==> config.mk <==
export PLATFORM = sky130hd
export DESIGN_NAME = seq_multiplier_ctrl
export DESIGN_NICKNAME = d
export VERILOG_FILES = /design/src/rtl/seq_multiplier_ctrl.sv
export SDC_FILE = /design/constraint.sdc
export NUM_CORES = 1
export LEC_CHECK = 0
export BUFFER_PORTS_ARGS = -buffer_cell sky130_fd_sc_hd__buf_2
export CAP_MARGIN = 20
export CORE_MARGIN = 4
export CORE_UTILIZATION = 43
export DETAILED_ROUTE_END_ITERATION = 16
export GPL_ROUTABILITY_DRIVEN = 0
export PLACE_DENSITY = 0.69
export SLEW_MARGIN = 20
export SYNTH_ARGS = -nofsm -noshare
export SYNTH_HDL_FRONTEND = slang
export SYNTH_SLANG_ARGS = --single-unit
export TNS_END_PERCENT = 50
==> constraint.sdc <==
create_clock -name clk -period 1.9 [get_ports clk]
set_input_delay 0.38 -clock clk [delete_from_list [all_inputs] [get_ports clk]]
set_output_delay 0.38 -clock clk [all_outputs]
set_load 0.05 [all_outputs]
==> src/rtl/seq_multiplier_ctrl.sv <==
// Shift-and-add unsigned multiplier controller: one conditional add and one shift per CALC cycle.
// Optional macro SEQ_MULTIPLIER_CTRL_EARLY_EXIT_EN finishes early once the remaining multiplier bits are zero.
module seq_multiplier_ctrl #(
   parameter int WIDTH = 4
) (
   input  logic                 clk,
   input  logic                 rst,
   input  logic                 start,
   input  logic [WIDTH-1:0]     A,
   input  logic [WIDTH-1:0]     B,
   output logic                 busy,
   output logic                 done,
   output logic [2*WIDTH-1:0]   Out,
   output logic                 Cout,
   output logic [1:0]           dbg_state
);

   // Handshake: start is accepted only on an edge seen in IDLE (busy=0); done is a
   // one-cycle pulse with Out valid, and Out then holds until the next accepted start.
   localparam int CW = (WIDTH > 2) ? $clog2(WIDTH) : 1;

   typedef enum logic [1:0] {IDLE = 2'd0, CALC = 2'd1, DONE = 2'd2} state_t;

   state_t               state, state_nxt;
   logic [WIDTH-1:0]     mcand;
   logic [2*WIDTH-1:0]   acc, acc_step, acc_nxt;
   logic [WIDTH:0]       sum;
   logic [CW-1:0]        count;
   logic                 last;
`ifdef SEQ_MULTIPLIER_CTRL_EARLY_EXIT_EN
   logic [WIDTH-1:0]     rem;
   logic                 early;
`endif

   always_comb begin
      sum      = {1'b0, acc[2*WIDTH-1:WIDTH]} + {1'b0, (acc[0] ? mcand : {WIDTH{1'b0}})};
      acc_step = {sum, acc[WIDTH-1:1]};
      acc_nxt  = acc_step;
      last     = (count == CW'(WIDTH-1));
`ifdef SEQ_MULTIPLIER_CTRL_EARLY_EXIT_EN
      // Low half holds product bits above the unconsumed multiplier bits; strip them off.
      rem      = acc[WIDTH-1:0] << count;
      rem      = rem >> count;
      early    = (rem[WIDTH-1:1] == '0);
      if (early) begin
         acc_nxt = acc_step >> (CW'(WIDTH-1) - count);
         last    = 1'b1;
      end
`endif
   end

   always_comb begin
      state_nxt = state;
      case (state)
         IDLE:    if (start) state_nxt = CALC;
         CALC:    if (last)  state_nxt = DONE;
         DONE:    if (done)  state_nxt = IDLE;
         default: state_nxt = IDLE;
      endcase
   end

   always_ff @(posedge clk or posedge rst) begin
      if (rst) state <= IDLE;
      else     state <= state_nxt;
   end

   // DONE spans two cycles: the first registers Out and raises done, the second drops it.
   always_ff @(posedge clk or posedge rst) begin
      if (rst) begin
         mcand <= '0;
         acc   <= '0;
         count <= '0;
         Cout  <= 1'b0;
         Out   <= '0;
         done  <= 1'b0;
      end else begin
         case (state)
            IDLE: begin
               done <= 1'b0;
               if (start) begin
                  mcand <= A;
                  acc   <= {{WIDTH{1'b0}}, B};
                  count <= '0;
                  Cout  <= 1'b0;
               end
            end
            CALC: begin
               acc   <= acc_nxt;
               Cout  <= sum[WIDTH];
               count <= count + 1'b1;
            end
            DONE: begin
               if (!done) begin
                  Out  <= acc;
                  done <= 1'b1;
               end else begin
                  done <= 1'b0;
               end
            end
            default: done <= 1'b0;
         endcase
      end
   end

   assign busy      = (state != IDLE);
   assign dbg_state = state;

endmodule

After elaboration in Yosys (flattened, before gate mapping) --
Cells that the tools add are included.
Word-level totals: register bits after elaboration 26, output and inout bits 13, logic and storage cells 36
Cells by class: add/sub/neg operators 2, eq/ne operators 6, muxes and demuxes 13, bitwise gates (word level) 1, reduce and logical (&&, ||, !) cells 7
Operators by type and width (count):
- 8-bit one-hot mux with 2 select lines | 1
- 2-bit 2-to-1 mux | 4
- 8-bit 2-to-1 mux | 1
- 2-bit != test, second input constant | 3
- 2-bit one-hot mux with 3 select lines | 1
- 2-bit AND reduction | 3
- 4-bit by 4-bit adder with 5-bit output | 1
- 2-bit equality test, second input constant | 2
- 4-bit 2-to-1 mux | 1
- 1-bit one-hot mux with 2 select lines | 2
- 2-bit one-hot mux with 2 select lines | 1
- 2-bit nonzero test | 2
- 3-bit AND reduction | 1
- 2-bit by 1-bit adder with 2-bit output, second input constant | 1
- 2-bit by 1-bit equality test with 1-bit output, second input constant | 1
- 2-bit zero test | 1
- 1-bit 2-to-1 mux | 2
- 1-bit inverter | 1

Logic depth before layout (Yosys ltp) --
depth in word-level cells 3, mapped depth 8, mapped depth without buffers 8

Worst setup path before layout --
No wires, ideal clock.
path kind reg2out, from register state[0], in the netlist dbg_state[0], to output port busy, data arrival time 1283 ps, data required time 1520 ps, slack 237 ps, cell stages (with the launch flop) 3, buffers on the path 1, path through dfrtp_1 -> buf_4 -> or2_2
Between the ends: word-level cells in the longest chain between the ends 1
Ends and longest elaborated chain:
- start: declaration | RTL line 24 | state_t state, state_nxt;
- start signal: assignment | RTL line 64 | else state <= state_nxt;
- 2-bit nonzero test | RTL line 105 | assign busy = (state != IDLE);
- end: declaration | RTL line 11 | output logic busy,
Every way passes these cells.

Worst setup path after layout --
Ends and elaborated chain as after synthesis.

==> impl_metrics.tcl <==
set metrics [dict create \
    dp_slack_ns 0.193 \
    synth_top_area_share_pct 50.8 \
    portBuffers 23 \
    drt_iter0_markers 12 \
    netlist.top_cell.by_area "dfrtp_1" \
    first_global_vias 809 \
    row_count 19 \
    grt_max_degree 26 \
    synthMuxAreaShare_pct 14.2 \
    fp.dieW_um 61.5 \
    synthXorXnorAreaFrac_pct 1.42 \
    avgRoutedWirePerCell_um 14.5 \
    cts_sinks 25 \
    dpl.hpwl_mm 1.68 \
    yosysMostFrequentCell "dfrtp_1" \
    netlist_area_um2 1230 \
    cpLargestDelayFamily "flip-flops" \
    ys_top_cells_by_area "dfrtp_1 (51%), mux2_4 (9.8%), ha_1 (5.1%), o21ai_0 (3.7%), mux2_2 (3.7%)" \
    syn_nets 117 \
    antenna_found_initial 0 \
    area_growth_pct 13.7 \
    drv_cap 0 \
    status "complete, no violations" \
    ir_drop_uv 916 \
    required_ns 1.52 \
    synthCells 100 \
    hold_viol_final 0 \
    cts_tree "done" \
    layout-drive-gt1-share_pct 37.3 \
    slew_headroom_pct 74.0 \
    ys_seq_elements 25 \
    diodes 0 \
    leakagePower_uw 0.000751 \
    fin_skew_ns 0.00801 \
    worst_pin_slew_ns 0.389 \
    setup_viol 0 \
    period_share_pct 92.5 \
    powerDensity_nw_per_um2 1690 \
    crit_buf_inv 1 \
    post-route-min-period_ns 1.76 \
    die_area_um2 3780 \
    max-clock-path-buffers 2 \
    cts-root-buf "clkbuf_4" \
    drc 0 \
    io_pins 24 \
    synth_ff_type "dfrtp_1" \
    start_util_pct 44.6 \
    worstSetupPathType "reg2out" \
    netlist_top_cells_count "dfrtp_1 (25), o21ai_0 (9), mux2_4 (8), nand2_1 (8)" \
    multi_input_area_um2 553 \
    min_path_type "in2async" \
    synth_top_family_by_area "multiplexers" \
    synth_compound_area_share_pct 11.4 \
    slowest_stage "dfrtp_2" \
    ys_seq_area_share_pct 50.8 \
    synth_simple_gate_area_share_pct 11.2 \
    start_kind "flip-flop" \
    grt_use_total_pct 14.1 \
    crit_chain "or2_2 -> buf_2" \
    vias 802 \
    async_reset_ff_share_pct 100 \
    timing.fmax_mhz 569 \
    ys_warn_count 0 \
    clk_latency_ns 0.32 \
    grt_overflow_total 0 \
    synth_edf_count 0 \
    syn_avg_cell_area_um2 12.3 \
    post_cts_buffers 0 \
    grt_pass1_wl_mm 3.84 \
    worstSetupEndpointType "primary output" \
    firstDrtPassIters 4 \
    path_max_fanout 14 \
    fin_nets 144 \
    slowest_delay_ns 0.53 \
    drt_wl_total_mm 2.28 \
    synth_adder_area_share_pct 6.71 \
    grt_setup_unrepaired "no" \
    core_area_um2 2760 \
    fin_ws_ns 0.143 \
    crit_arrival_ns 1.38 \
    cts.clk_slew.worst_paths_ns 0.14 \
    numCtsBuffers 3 \
    postRouteAntennaNets 0 \
    viasPerCell 5.11 \
    finalSetupTns_ns 0 \
    seqCellArea_um2 628 \
    n_fill_cell 258 \
    htree_levels 1 \
    yosysUniqueCellTypes 26 \
    slew_violations 0 \
    die_h_um 61.5 \
]
## cell families after synthesis
group | count (synthesis)
xor+xnor | 2
simple gates | 22
flops | 25
buf+inv | 9
mux | 13
compound gates | 23
fa+ha+maj | 6
## repair_timing
action / in CTS / in global routing
setup endpoints to repair: 0 / 2
hold endpoints to repair: 0 / 0
hold buffers: 0 / 0
resized for setup: 0 / 2
## per-layer routing
layer	GRT usage [%]	wire [um]
met1	18.4	1020
met2	22.7	1140
met3	2.10	69
met4	7.27	46
met5	0	0
## worst paths after layout
kind | startpoint | endpoint | slack, ns | cells past startpoint
worst min-delay path | rst | acc[4]$_DFFE_PP0P_ | 0.08 | 3
max in group asynchronous | rst | dbg_state[0]$_DFFE_PP0P_ | 1.56 | 3
worst min register to register | Out[7]$_DFFE_PP0P_ | Out[7]$_DFFE_PP0P_ | 0.53 | 1
worst max-delay path | dbg_state[0]$_DFFE_PP0P_ | busy | 0.14 | 2
worst max register to register | acc[0]$_DFFE_PP0P_ | acc[7]$_DFFE_PP0P_ | 0.23 | 8
min in group clk | A[2] | mcand[2]$_DFFE_PP0P_ | 0.28 | 2
## area by class of cell
type | instances | area share (%)
Sequential cell | 25 | 44.9
Multi-Input combinational cell | 66 | 39.5
Timing Repair Buffer | 25 | 9.29
Tap cell | 31 | 2.77
Clock buffer | 3 | 1.61
Inverter | 6 | 1.61
Clock inverter | 1 | 0.357
## cell usage in the layout (no fill, tap or decap), drive strengths merged
cell    synthesis  final
and3b           2      2
ha              5      5
nor2            1      1
buf             3     25
and2b           3      3
nor2b           2      2
a22oi           2      2
nand2           8      8
o21bai          1      1
fa              1      1
a21oi           6      6
o21ai           9      9
mux2i           1      1
clkbuf          0      3
and2            3      3
nand2b          1      1
or2             1      1
dfrtp          25     25
nor3b           1      1
inv             6      6
a21o            4      4
xor2            2      2
clkinv          0      1
mux2           12     12
a22o            1      1
## worst reg2reg max path, stage by stage, from the launching register on
cell and delay [ns]:
dfrtp_2 0.43, and2_1 0.15, ha_1 0.16, inv_1 0.06
fa_1 0.43, inv_1 0.08, a21o_1 0.11, a21oi_1 0.06
o21ai_0 0.13
## state kept, by name (all words and copies together), names as in the netlist
signal     count
acc            8
dbg_state      2
mcand          4
done           1
Out            8
count          2
## report_power, final
| part | switching, uW | leakage [uW] | internal [uW] |
|---|---|---|---|
| sequential | 201 | 0.000318 | 752 |
| clock | 158 | 0.0000177 | 79.0 |
| combinational | 715 | 0.000416 | 464 |
| total | 1070 | 0.000751 | 1290 |
## stage by stage
step | total power (uW) | instances | hold WS, ns | utilization, % | cell area [um2]
after floorplan | 1890 | 100 | 0.407 | - | 1230
after global placement | 2110 | 153 | 0.445 | 49.7 | 1370
after detailed placement | 2150 | 153 | 0.447 | 49.7 | 1370
after CTS | 2390 | 157 | 0.0834 | 50.7 | 1400
after global routing | 2540 | 157 | 0.0946 | 50.8 | 1400
final | 2370 | 157 | 0.0767 | 50.8 | 1400
Note: power is estimated with default switching activity, not from simulation.
